==> src/rtl/alu_pkg.sv <==
// Shared ALU result-stage definitions: op encodings,
// flag bit positions and default widths.
package alu_pkg;
  localparam int DW_DEF  = 32;
  localparam int OPW_DEF = 3;

  localparam logic [2:0] OP_ADD = 3'd0;
  localparam logic [2:0] OP_SUB = 3'd1;
  localparam logic [2:0] OP_AND = 3'd2;
  localparam logic [2:0] OP_OR  = 3'd3;
  localparam logic [2:0] OP_XOR = 3'd4;
  localparam logic [2:0] OP_SHL = 3'd5;
  localparam logic [2:0] OP_SHR = 3'd6;
  localparam logic [2:0] OP_CHK = 3'd7;

  localparam int FLAG_N = 3;
  localparam int FLAG_Z = 2;
  localparam int FLAG_C = 1;
  localparam int FLAG_V = 0;
endpackage

==> src/rtl/alu_result_stage_if.sv <==
// Upstream/downstream handshake bundle for the ALU
// result stage; master drives beats, slave is the stage.
interface alu_result_stage_if #(
  parameter int DW  = alu_pkg::DW_DEF,
  parameter int OPW = alu_pkg::OPW_DEF
);
  logic           in_valid;
  logic           in_ready;
  logic [OPW-1:0] op_sel;
  logic           set_flags;
  logic [DW-1:0]  add_out;
  logic [DW-1:0]  sub_out;
  logic [DW-1:0]  and_out;
  logic [DW-1:0]  or_out;
  logic [DW-1:0]  xor_out;
  logic [DW-1:0]  sfl_out;
  logic [DW-1:0]  sfr_out;
  logic [DW-1:0]  chk_out;
  logic           cf_in;
  logic           vf_in;
  logic           out_valid;
  logic           out_ready;
  logic [DW-1:0]  result;
  logic [3:0]     flags_out;

  modport master (
    output in_valid, op_sel, set_flags,
    output add_out, sub_out, and_out, or_out,
    output xor_out, sfl_out, sfr_out, chk_out,
    output cf_in, vf_in, out_ready,
    input  in_ready, out_valid, result, flags_out
  );

  modport slave (
    input  in_valid, op_sel, set_flags,
    input  add_out, sub_out, and_out, or_out,
    input  xor_out, sfl_out, sfr_out, chk_out,
    input  cf_in, vf_in, out_ready,
    output in_ready, out_valid, result, flags_out
  );
endinterface

==> src/rtl/alu_skid_buf.sv <==
// Two-entry in-order queue with a registered in_ready,
// so out_ready never reaches in_ready combinationally.
module alu_skid_buf #(
  parameter int W = 36
) (
  input  logic         clk,
  input  logic         rst,
  input  logic         in_valid,
  output logic         in_ready,
  input  logic [W-1:0] in_data,
  output logic         out_valid,
  input  logic         out_ready,
  output logic [W-1:0] out_data
);
  localparam logic [1:0] EMPTY = 2'd0;
  localparam logic [1:0] ONE   = 2'd1;
  localparam logic [1:0] FULL  = 2'd2;

  logic [1:0]   state;
  logic [1:0]   state_n;
  logic [W-1:0] head;
  logic [W-1:0] tail;
  logic         acc;
  logic         xfer;

  assign acc       = in_valid && in_ready;
  assign xfer      = out_valid && out_ready;
  assign out_valid = (state != EMPTY);
  assign out_data  = head;

  always_comb begin
    state_n = state;
    unique case (state)
      EMPTY: if (acc) state_n = ONE;
      ONE: begin
        if (acc && !xfer)      state_n = FULL;
        else if (xfer && !acc) state_n = EMPTY;
      end
      FULL:  if (xfer) state_n = ONE;
      default: state_n = EMPTY;
    endcase
  end

  always_ff @(posedge clk) begin
    if (rst) begin
      state    <= EMPTY;
      in_ready <= 1'b0;
      head     <= '0;
      tail     <= '0;
    end else begin
      state    <= state_n;
      in_ready <= (state_n != FULL);
      // ONE with accept+transfer: new beat replaces head
      if ((state == EMPTY && acc) ||
          (state == ONE && acc && xfer))
        head <= in_data;
      else if (state == FULL && xfer)
        head <= tail;
      if (state == ONE && acc && !xfer)
        tail <= in_data;
    end
  end
endmodule

==> src/rtl/alu_result_stage.sv <==
// ALU result select, per-beat NZCV flags and the
// architectural flag register, buffered by a skid queue.
import alu_pkg::*;

module alu_result_stage #(
  parameter int DW  = DW_DEF,
  parameter int OPW = OPW_DEF
) (
  input  logic               clk,
  input  logic               rst,
  alu_result_stage_if.slave  io,
  output logic [3:0]         flag_reg
);
  logic [OPW-1:0] op;
  logic [DW-1:0]  sel;
  logic [3:0]     beat_flags;
  logic           acc;
  logic [DW+3:0]  q_data;

  assign op  = io.op_sel;
  assign acc = io.in_valid && io.in_ready;

  always_comb begin
    sel = '0;
    unique case (1'b1)
      (op == OPW'(OP_ADD)): sel = io.add_out;
      (op == OPW'(OP_SUB)): sel = io.sub_out;
      (op == OPW'(OP_AND)): sel = io.and_out;
      (op == OPW'(OP_OR)):  sel = io.or_out;
      (op == OPW'(OP_XOR)): sel = io.xor_out;
      (op == OPW'(OP_SHL)): sel = io.sfl_out;
      (op == OPW'(OP_SHR)): sel = io.sfr_out;
      (op == OPW'(OP_CHK)): sel = io.chk_out;
      default:              sel = '0;
    endcase
  end

  // CHK keeps C/V from the already-committed flag_reg
  always_comb begin
    beat_flags         = '0;
    beat_flags[FLAG_N] = sel[DW-1];
    beat_flags[FLAG_Z] = (sel == '0);
    if (op == OPW'(OP_ADD) || op == OPW'(OP_SUB)) begin
      beat_flags[FLAG_C] = io.cf_in;
      beat_flags[FLAG_V] = io.vf_in;
    end else if (op == OPW'(OP_CHK)) begin
      beat_flags[FLAG_C] = flag_reg[FLAG_C];
      beat_flags[FLAG_V] = flag_reg[FLAG_V];
    end
  end

  always_ff @(posedge clk) begin
    if (rst)
      flag_reg <= '0;
    else if (acc && io.set_flags)
      flag_reg <= beat_flags;
  end

  alu_skid_buf #(.W(DW + 4)) u_buf (
    .clk       (clk),
    .rst       (rst),
    .in_valid  (io.in_valid),
    .in_ready  (io.in_ready),
    .in_data   ({beat_flags, sel}),
    .out_valid (io.out_valid),
    .out_ready (io.out_ready),
    .out_data  (q_data)
  );

  assign io.flags_out = q_data[DW+3:DW];
  assign io.result    = q_data[DW-1:0];
endmodule

==> src/flat_wrapper.sv <==
// flat-port wrapper written by rule: the top's interface ports become plain ports
module alu_result_stage_flat 
#(
  parameter int DW  = DW_DEF,
  parameter int OPW = OPW_DEF
)
  (clk, rst, flag_reg, io_in_valid, io_op_sel, io_set_flags, io_add_out, io_sub_out, io_and_out, io_or_out, io_xor_out, io_sfl_out, io_sfr_out, io_chk_out, io_cf_in, io_vf_in, io_out_ready, io_in_ready, io_out_valid, io_result, io_flags_out);
  alu_result_stage_if #(.DW(DW), .OPW(OPW)) io_i ();
  input  logic clk;
  input  logic rst;
  output logic [3:0] flag_reg;
  input wire logic [$bits(io_i.in_valid)-1:0] io_in_valid;
  input wire logic [$bits(io_i.op_sel)-1:0] io_op_sel;
  input wire logic [$bits(io_i.set_flags)-1:0] io_set_flags;
  input wire logic [$bits(io_i.add_out)-1:0] io_add_out;
  input wire logic [$bits(io_i.sub_out)-1:0] io_sub_out;
  input wire logic [$bits(io_i.and_out)-1:0] io_and_out;
  input wire logic [$bits(io_i.or_out)-1:0] io_or_out;
  input wire logic [$bits(io_i.xor_out)-1:0] io_xor_out;
  input wire logic [$bits(io_i.sfl_out)-1:0] io_sfl_out;
  input wire logic [$bits(io_i.sfr_out)-1:0] io_sfr_out;
  input wire logic [$bits(io_i.chk_out)-1:0] io_chk_out;
  input wire logic [$bits(io_i.cf_in)-1:0] io_cf_in;
  input wire logic [$bits(io_i.vf_in)-1:0] io_vf_in;
  input wire logic [$bits(io_i.out_ready)-1:0] io_out_ready;
  output wire logic [$bits(io_i.in_ready)-1:0] io_in_ready;
  output wire logic [$bits(io_i.out_valid)-1:0] io_out_valid;
  output wire logic [$bits(io_i.result)-1:0] io_result;
  output wire logic [$bits(io_i.flags_out)-1:0] io_flags_out;
  assign io_i.in_valid = io_in_valid;
  assign io_i.op_sel = io_op_sel;
  assign io_i.set_flags = io_set_flags;
  assign io_i.add_out = io_add_out;
  assign io_i.sub_out = io_sub_out;
  assign io_i.and_out = io_and_out;
  assign io_i.or_out = io_or_out;
  assign io_i.xor_out = io_xor_out;
  assign io_i.sfl_out = io_sfl_out;
  assign io_i.sfr_out = io_sfr_out;
  assign io_i.chk_out = io_chk_out;
  assign io_i.cf_in = io_cf_in;
  assign io_i.vf_in = io_vf_in;
  assign io_i.out_ready = io_out_ready;
  assign io_in_ready = io_i.in_ready;
  assign io_out_valid = io_i.out_valid;
  assign io_result = io_i.result;
  assign io_flags_out = io_i.flags_out;
  alu_result_stage #(.DW(DW), .OPW(OPW)) u_core (.clk(clk), .rst(rst), .io(io_i), .flag_reg(flag_reg));
endmodule
==> config.mk <==
export PLATFORM = sky130hd
export DESIGN_NAME = alu_result_stage_flat
export DESIGN_NICKNAME = d
export VERILOG_FILES = /design/src/rtl/alu_pkg.sv /design/src/rtl/alu_result_stage_if.sv /design/src/rtl/alu_skid_buf.sv /design/src/rtl/alu_result_stage.sv /design/src/flat_wrapper.sv
export SDC_FILE = /design/constraint.sdc
export NUM_CORES = 1
export LEC_CHECK = 0
export BUFFER_PORTS_ARGS = -buffer_cell sky130_fd_sc_hd__buf_4
export CORE_AREA = 10 10 131 133
export CTS_CLUSTER_DIAMETER = 30
export DETAILED_ROUTE_END_ITERATION = 10
export DIE_AREA = 0 0 141 143
export GPL_ROUTABILITY_DRIVEN = 0
export PLACE_DENSITY = 0.65
export REMOVE_ABC_BUFFERS = 1
export SYNTH_ARGS = -nofsm -noshare
export SYNTH_HDL_FRONTEND = slang
export SYNTH_SLANG_ARGS = --single-unit
==> constraint.sdc <==
create_clock -name clk -period 3.2 [get_ports clk]
set_input_delay 0.64 -clock clk [delete_from_list [all_inputs] [get_ports clk]]
set_output_delay 0.64 -clock clk [all_outputs]
set_load 0.02 [all_outputs]
# Word-level counts from Yosys, hierarchy flattened
# Cells that the tools add are included.
[word_totals]
reg_bits = 79
in_bits = 266
out_inout_bits = 42
elab_cells = 44
[op_classes]
reduce_logical = 19
eq_ne = 10
muxes = 10
[ops]
columns = ["cell", "count"]
rows = [
  ["32-bit case mux with 8 select lines", 1],
  ["36-bit 2-to-1 mux", 2],
  ["32-bit logical NOT", 1],
  ["3-bit equality test, second input constant", 4],
  ["2-bit 2-to-1 mux", 6],
  ["1-bit logical AND", 10],
  ["3-bit by 2-bit equality test with 1-bit output, second input constant", 2],
  ["2-bit case mux with 3 select lines", 1],
  ["2-bit nonzero test", 2],
  ["3-bit by 1-bit equality test with 1-bit output, second input constant", 1],
  ["3-bit logical NOT", 1],
  ["2-bit by 1-bit equality test with 1-bit output, second input constant", 1],
  ["2-bit equality test, second input constant", 1],
  ["1-bit logical NOT", 2],
  ["2-bit logical NOT", 1],
  ["1-bit logical OR", 2],
  ["2-bit inequality test, second input constant", 1],
]

# Longest topological paths before layout
# Gate-level depths: netlist (run 1).
[logic_depth]
word_depth = 7
depth_mapped = 9
mapped_depth_nobuf = 6

# Cells and area by module
# From an unflattened synthesis (run 1), not the netlist that was laid out.
[hier_totals]
cells_unflattened = 530
area_unflattened_um2 = 5263.8
[modules_own_cells]
columns = ["mod", "seq_area_each_um2", "instances", "area_per_inst_um2", "cells_each"]
rows = [
  ["alu_skid_buf", 1501.4, 1, 3057.9, 343],
  ["alu_result_stage", 80.1, 1, 2205.9, 187],
]

# Least setup slack after synthesis (run 1)
# No wires, ideal clock.
[synth_timing]
path_kind = "input to register"
start = "in io_op_sel[2]"
end = "reg u_core.u_buf.head[34], in the netlist u_core.u_buf.out_data[34]"
cell_stages = 9
n_path_buf = 3
path_slack_ps = 769
t_arrival_ps = 2356
required_ps = 3125
setup_ps = 75
cell_sequence = "clkbuf_1 buf_6 clkbuf_1 mux4_2 mux2i_1 nand4_1 nor3_2 nand4_1 o22ai_1"
[synth_via]
elab_chain_len = 4
word_cells_on_any_way = 11
cone_classes = "7 x eq/ne; 2 x mux; 2 x reduce/logical"
[synth_rtl]
columns = ["item", "line_no", "source"]
rows = [
  ["start, declared", "flat_wrapper.sv:13", "input wire logic [$bits(io_i.op_sel)-1:0] io_op_sel;"],
  ["3-bit equality test (tied with other cells)", "alu_result_stage.sv:33", "(op == OPW'(OP_CHK)): sel = io.chk_out;"],
  ["32-bit case mux with 8 select lines *", "alu_result_stage.sv:25", "unique case (1'b1)"],
  ["32-bit logical NOT *", "alu_result_stage.sv:42", "beat_flags[FLAG_Z] = (sel == '0);"],
  ["36-bit 2-to-1 mux *", "alu_skid_buf.sv:54", "if ((state == EMPTY && acc) ||"],
  ["end signal, assigned", "alu_skid_buf.sv:56", "head <= in_data;"],
  ["end signal, assigned", "alu_skid_buf.sv:58", "head <= tail;"],
  ["end, declared", "alu_skid_buf.sv:21", "logic [W-1:0] head;"],
]
# Mark *: on every way between the ends. The rest lies on a longest branch, timed or not.
# A chain may end at the register's enable or synchronous reset.

# Worst setup path in the final report (run 1)
[layout_timing]
start = "in io_op_sel[1]"
end = "reg u_core.u_buf.head[34], in the netlist u_core.u_buf.out_data[34]"
# The elaborated chain is that of the path after synthesis.

==> results of run 1 <==
-- stage by stage --
stage,hold WS (ns),cells
final,0.471,944
after global routing,0.513,944
after CTS,0.475,944
after detailed placement,0.467,929
after global placement,0.455,929
after floorplan,0.443,428
-- logic make-up after synthesis --
family                 count (synthesis)
AOI/OAI and AO/OA                    112
buffers and inverters                 52
muxes                                100
DFF                                   77
and+or+nand+nor                      138
-- where the power goes --
part	switching, mW	leakage (nW)	internal (mW)
logic	0.303	2.49	0.435
registers	0.0158	0.624	0.986
clock network	0.383	0.172	0.799
total	0.702	3.28	2.22
-- routing by layer --
layer | wire, um | GRT usage
met1 | 6910 | 0.179
met2 | 10000 | 0.332
met3 | 1680 | 0.0687
met4 | 412 | 0.0625
met5 | 0 | 0
-- layout by cell type (no fill, tap or decap), types with 2 or more instances in the layout --
master	instances
sky130_fd_sc_hd__buf_4	312
sky130_fd_sc_hd__nand2_1	5
sky130_fd_sc_hd__buf_12	5
sky130_fd_sc_hd__mux2i_1	34
sky130_fd_sc_hd__nor3_2	2
sky130_fd_sc_hd__a21oi_1	36
sky130_fd_sc_hd__clkbuf_16	9
sky130_fd_sc_hd__mux2i_2	2
sky130_fd_sc_hd__nor3b_1	2
sky130_fd_sc_hd__dfxtp_1	77
sky130_fd_sc_hd__bufinv_16	3
sky130_fd_sc_hd__nor2_1	108
sky130_fd_sc_hd__mux4_2	57
sky130_fd_sc_hd__a211oi_1	69
sky130_fd_sc_hd__a32oi_1	2
sky130_fd_sc_hd__nor2b_1	3
sky130_fd_sc_hd__nand2b_1	2
sky130_fd_sc_hd__mux4_1	7
sky130_fd_sc_hd__clkbuf_8	2
sky130_fd_sc_hd__nand4_1	7
-- worst min path at each step --
stage | end | slack, ns | depth (start not counted)
detailed placement | u_core.u_buf.tail[34] | 0.47 | 2
CTS | u_core.u_buf.tail[34] | 0.48 | 2
global route | u_core.u_buf.out_data[8] | 0.51 | 2
floorplan | u_core.u_buf.tail[34] | 0.44 | 2
global placement | u_core.u_buf.tail[34] | 0.46 | 2
finish | u_core.u_buf.tail[34] | 0.47 | 2
-- layout make-up --
| cell class | count | area [um^2] |
|---|---|---|
| multi-input combinational | 350 | 3200 |
| timing repair buffer | 317 | 2440 |
| inverter | 1 | 3.75 |
| tap | 184 | 230 |
| clock buffer | 11 | 253 |
| sequential | 77 | 1540 |
| clock inverter | 4 | 95.1 |
| fill | 1297 | 6650 |
-- critical path: stages --
cell	delay [ns]
sky130_fd_sc_hd__buf_4	0.19
sky130_fd_sc_hd__buf_12	0.24
sky130_fd_sc_hd__mux4_2	0.53
sky130_fd_sc_hd__mux2i_1	0.26
sky130_fd_sc_hd__nand4_1	0.15
sky130_fd_sc_hd__nor3b_1	0.37
sky130_fd_sc_hd__nand4_1	0.20
sky130_fd_sc_hd__o22ai_1	0.18
==> load_flow_metrics.sql, run 1 <==
INSERT INTO impl_metrics (metric_group, metric, value, unit) VALUES
('route', 'firstDrtPassIters', '4', ''),
('die', 'io_pins', '308', ''),
('logic_synthesis', 'synth.yosys.seq_area_share', '0.307', ''),
('logic_synthesis', 'synthCells', '479', ''),
('logic_synthesis', 'synth_enable_flop_cells', '0', ''),
('critical_path', 'crit_required', '3.45', 'ns'),
('status', 'run_status', 'finished, final reports clean', ''),
('clock_tree', 'cts_tree', 'done', ''),
('critical_path', 'worst_setup_path_start_kind', 'input port', ''),
('critical_path', 'regToRegSetupSlack', '1.38', 'ns'),
('clock_tree', 'clockRootBuffer', 'sky130_fd_sc_hd__clkbuf_16', ''),
('cells_and_area', 'insertedDiodeCount', '0', ''),
('logic_synthesis', 'seq_cells_post_synth', '77', ''),
('logic_synthesis', 'synth_area_leaders', 'sky130_fd_sc_hd__dfxtp_1, sky130_fd_sc_hd__mux4_2, sky130_fd_sc_hd__a211oi_1, sky130_fd_sc_hd__nor2_1, sky130_fd_sc_hd__mux2i_1', ''),
('logic_synthesis', 'yosys_top_cell_area_share', '0.307', ''),
('clock_tree', 'clock_path_buffers', '2', ''),
('critical_path', 'worst_ep_arrival_time', '2.80', 'ns'),
('logic_synthesis', 'ys_dominant_reg_cell', 'sky130_fd_sc_hd__dfxtp_1', ''),
('logic_synthesis', 'yosys.area_share.xor_xnor', '0', ''),
('critical_path', 'critical_path.startpoint', 'io_op_sel[1]', ''),
('timing', 'max_freq', '393', 'MHz'),
('placement', 'placement.cell_area', '0.00742', 'mm^2'),
('logic_synthesis', 'async_flop_share', '0', ''),
('clock_tree', 'postCtsSetupBuffers', '0', ''),
('cells_and_area', 'layout-area-overhead-vs-synth', '54.6', '%'),
('critical_path', 'worst-setup-path-type', 'input port to flop', ''),
('cells_and_area', 'final_core_density', '0.539', ''),
('critical_path', 'rr_endpoint', 'u_core.u_buf.tail[2]', ''),
('placement', 'port_buffers', '307', ''),
('global_routing', 'antenna_found_initial', '0', ''),
('clock_tree', 'number_of_resized_instances_in_the_post_cts_repair_step', '0', ''),
('timing', 'maxSlewViolCount', '0', ''),
('clock_tree', 'clkTransAtPathRegs', '0.06', 'ns'),
('timing', 'final.setup.tns', '0', 'ns'),
('timing', 'total_setup_violations_reported_at_the_end_of_the_flow', '0', ''),
('logic_synthesis', 'synth_simple_gate_area_share', '0.118', ''),
('global_routing', 'globalRouteOverflowTotal', '0', ''),
('route', 'avg_wl_per_cell', '20.2', 'um'),
('cells_and_area', 'final_layout_size_suffix_gt1_frac', '0.526', ''),
('route', 'routed_via_density', '5.32', ''),
('critical_path', 'worst_setup_path_endpoint', 'u_core.u_buf.out_data[34]', ''),
('critical_path', 'ff2ff_path_depth', '4', ''),
('logic_synthesis', 'yosysWarnings', '0', ''),
('logic_synthesis', 'dominant_combinational_cell_family_by_area_after_synthesis', 'multiplexers', ''),
('clock_tree', 'ctsHtreeMaxLevel', '3', ''),
('die', 'dieWidth', '141', 'um'),
('clock_tree', 'post_cts_hold_buffer_count', '0', ''),
('critical_path', 'timing.critical_path.to_type', 'flop', ''),
('die', 'core_area', '0.0144', 'mm^2'),
('route', 'drc', '0', ''),
('clock_tree', 'cts-buffers-inserted', '9', ''),
('timing', 'final.setup.worst_slack', '0.654', 'ns'),
('timing', 'tightest_slew', '0.630', 'ns'),
('cells_and_area', 'post-route-cell-area', '0.00777', 'mm^2'),
('logic_synthesis', 'ys_types', '38', ''),
('logic_synthesis', 'synth_top_cell_by_area', 'sky130_fd_sc_hd__dfxtp_1', ''),
('cells_and_area', 'layout.nets', '1022', ''),
('placement', 'place.detailed.hpwl', '15600', 'um'),
('timing', 'grt_setup_unrepaired', 'no', ''),
('pwr', 'finalPower', '2.92', 'mW'),
('worst_hold_path', 'hold_start', 'u_core.u_buf.tail[34]', ''),
('clock_tree', 'clock-sinks', '77', ''),
('route', 'drt_initial_violations', '197', ''),
('logic_synthesis', 'synth_compound_gate_area_share', '0.149', ''),
('timing', 'final.period_utilization', '0.795', ''),
('logic_synthesis', 'syn_avg_cell_area', '10.5', 'um^2'),
('critical_path', 'crit_fanout', '33', ''),
('logic_synthesis', 'post_synth_most_frequent_cells', 'sky130_fd_sc_hd__nor2_1, sky130_fd_sc_hd__dfxtp_1, sky130_fd_sc_hd__a211oi_1, sky130_fd_sc_hd__mux4_2, sky130_fd_sc_hd__a21oi_1', ''),
('route', 'overall_routed_net_length', '19000', 'um'),
('timing', 'min_period', '2.55', 'ns'),
('timing', 'finalHoldViolations', '0', '');
No activity file was read; power rests on OpenSTA's default activity.
==> run 2: changes to the inputs <==
- clock period: 3.2 -> 2.35 ns (I/O delays scaled with it)
==> run 2 against run 1 <==
  * First-iteration DRC count decreased by 5.1%
  * Power increased by 37%
  * Design area rose by 6.0%
  * Critical path depth unchanged
  * Critical path type unchanged
  * Register-to-register slack lost 0.83 ns
  * Clock skew grew 0.00094 ns
  * Final cell count increased by 5.1%
  * Via count rose by 3.3%
==> load_flow_metrics.sql, run 2 (synthesized netlist as in run 1, its figures left out) <==
INSERT INTO impl_metrics (metric_group, metric, value, unit) VALUES
('route', 'firstDrtPassIters', '4', ''),
('clock_tree', 'clock-sinks', '77', ''),
('timing', 'min_period', '2.20', 'ns'),
('route', 'drc', '0', ''),
('placement', 'place.detailed.hpwl', '16300', 'um'),
('critical_path', 'worst-setup-path-type', 'input port to flop', ''),
('clock_tree', 'cts-buffers-inserted', '9', ''),
('die', 'die_area', '0.0202', 'mm^2'),
('clock_tree', 'clkTransAtPathRegs', '0.06', 'ns'),
('clock_tree', 'clockRootBuffer', 'sky130_fd_sc_hd__clkbuf_16', ''),
('die', 'floorplan.die.height', '143', 'um'),
('timing', 'final.hold.worst_slack', '0.449', 'ns'),
('cells_and_area', 'mostFrequentLayoutCell', 'sky130_fd_sc_hd__buf_4', ''),
('status', 'run_status', 'finished, final reports clean', ''),
('pwr', 'vdd_drop_max', '0.346', 'mV'),
('critical_path', 'timing.critical_path.to_type', 'flop', ''),
('cells_and_area', 'final-instance-count-excl-fill', '992', ''),
('global_routing', 'pin_count_of_the_biggest_net_entering_global_routing', '67', ''),
('die', 'core_area', '0.0144', 'mm^2'),
('global_routing', 'groute.usage.overall', '0.189', ''),
('global_routing', 'antenna_found_initial', '0', ''),
('die', 'io_pins', '308', ''),
('pwr', 'internal_power', '2.98', 'mW'),
('pwr', 'leakagePower', '3.53', 'nW'),
('route', 'overall_routed_net_length', '20200', 'um'),
('pwr', 'clkPwrFrac', '0.373', ''),
('cells_and_area', 'final_core_density', '0.571', ''),
('cells_and_area', 'layout.nets', '1069', ''),
('job', 'max_cap_viol_count', '0', ''),
('timing', 'final.period_utilization', '0.936', ''),
('pwr', 'netSwitchingPower', '1.04', 'mW'),
('timing', 'total_setup_violations_reported_at_the_end_of_the_flow', '0', ''),
('route', 'vias_post_dr', '5187', ''),
('clock_tree', 'cts_tree', 'done', ''),
('die', 'site_row_count', '44', ''),
('pwr', 'power_per_cell_area', '488', 'mW/mm^2'),
('global_routing', 'global_route_wire_length_before_repair', '30700', 'um'),
('cells_and_area', 'insertedDiodeCount', '0', ''),
('route', 'ant_nets_after_route', '0', ''),
('pwr', 'proportion_of_power_drawn_by_combinational_gates', '0.287', ''),
('route', 'avg_wl_per_cell', '20.4', 'um'),
('timing', 'worst_slew_margin_rel', '0.692', ''),
('critical_path', 'crit_required', '2.60', 'ns'),
('pwr', 'finalPower', '4.02', 'mW'),
('cells_and_area', 'layout-area-overhead-vs-synth', '63.8', '%'),
('global_routing', 'globalRouteOverflowTotal', '0', ''),
('placement', 'dp_slack', '-0.217', 'ns'),
('critical_path', 'regToRegSetupSlack', '0.55', 'ns'),
('die', 'initial_utilization', '0.349', ''),
('timing', 'final.setup.worst_slack', '0.150', 'ns'),
('timing', 'max_freq', '455', 'MHz'),
('critical_path', 'crit_fanout', '7', ''),
('timing', 'timing.clock.skew', '0.00956', 'ns'),
('cells_and_area', 'commonest_non_fill_non_tap_cells_in_the_layout', 'sky130_fd_sc_hd__buf_4, sky130_fd_sc_hd__nor2_1, sky130_fd_sc_hd__dfxtp_1, sky130_fd_sc_hd__a211oi_1, sky130_fd_sc_hd__mux4_2', ''),
('clock_tree', 'clock_path_buffers', '2', ''),
('timing', 'maxSlewViolCount', '0', ''),
('pwr', 'swShare', '0.258', ''),
('cells_and_area', 'final_layout_size_suffix_gt1_frac', '0.561', ''),
('worst_hold_path', 'hp-class', 'input port to flop', ''),
('pwr', 'seq_power_share', '0.339', ''),
('route', 'drt_initial_violations', '187', ''),
('route', 'routed_via_density', '5.23', ''),
('timing', 'finalHoldViolations', '0', ''),
('placement', 'dp_cells', '968', ''),
('timing', 'tightest_slew', '0.460', 'ns'),
('global_routing', 'vias_in_the_first_global_route', '5753', ''),
('critical_path', 'worst_setup_path_start_kind', 'input port', ''),
('die', 'dieWidth', '141', 'um'),
('placement', 'port_buffers', '307', ''),
('clock_tree', 'post_cts_hold_buffer_count', '0', ''),
('clock_tree', 'clk-insertion-delay-late', '0.33', 'ns'),
('critical_path', 'worst_ep_arrival_time', '2.45', 'ns'),
('clock_tree', 'ctsHtreeMaxLevel', '3', '');
==> run 2: changes by cell type in the layout (fill, tap and decap cells not counted), moves of 2 or more <==
cell                         previous run  this run
sky130_fd_sc_hd__buf_12                 5         9
sky130_fd_sc_hd__buf_4                312       350
sky130_fd_sc_hd__clkbuf_16              9        11
sky130_fd_sc_hd__clkbuf_8               2         0
sky130_fd_sc_hd__clkinvlp_4             0         2
sky130_fd_sc_hd__mux2i_1               34        30
sky130_fd_sc_hd__mux2i_2                2         6
==> run 2: area by class of cell <==
| type | instances | area, um^2 |
|---|---|---|
| multi-input cells | 350 | 3220 |
| clock inverters | 7 | 97.6 |
| clock buffers | 9 | 225 |
| flip-flops and latches | 77 | 1540 |
| inverters | 1 | 3.75 |
| well taps | 184 | 230 |
| repair buffers | 364 | 2910 |
| fillers | 1279 | 6190 |
==> run 2: repair_timing <==
item | CTS | global route
endpoints found under the setup margin | 0 | 3
gates resized for setup | 0 | 9
setup buffers | 0 | 6
==> run 2: worst paths after layout <==
check,startpoint,endpoint,depth (start not counted)
worst max-delay path,io_op_sel[1],u_core.u_buf.out_data[34],8
worst min-delay path,io_out_ready,u_core.u_buf.in_ready,3
worst max register to register,u_core.u_buf.in_ready,u_core.u_buf.out_data[22],6
worst min register to register,u_core.u_buf.tail[34],u_core.u_buf.tail[34],2
==> run 2: layer usage <==
layer,global-route usage,up-vias,part of all wire
li1,-,2501,-
met1,0.195,2480,0.36
met2,0.356,191,0.55
met3,0.0706,15,0.086
met4,0.0408,0,0.012
met5,0,-,0
==> run 2: through the flow <==
step,instance area [um^2],setup TNS (ns)
6_report,8230,0
5_1_grt,8230,-0.0400
4_1_cts,8080,0
3_5_place_dp,7750,-0.632
3_3_place_gp,7750,-0.310
2_1_floorplan,4720,-330.75
==> run 2: power by group through the flow <==
stage                     Clock (mW)  Sequential (mW)  Combinational [mW]
after floorplan                    0             1.42               0.422
after global placement             0             1.39                1.10
after detailed placement           0             1.39                1.12
after CTS                       1.54             1.36                1.13
after global routing            1.60             1.37                1.25
final                           1.50             1.36                1.15
==> run 2: critical path: stages <==
cell                      delay (ns)
sky130_fd_sc_hd__buf_6          0.14
sky130_fd_sc_hd__buf_12         0.15
sky130_fd_sc_hd__mux4_1         0.57
sky130_fd_sc_hd__mux2i_2        0.23
sky130_fd_sc_hd__nand4_1        0.15
sky130_fd_sc_hd__nor4b_2        0.34
sky130_fd_sc_hd__nand4_1        0.20
sky130_fd_sc_hd__o22ai_1        0.20
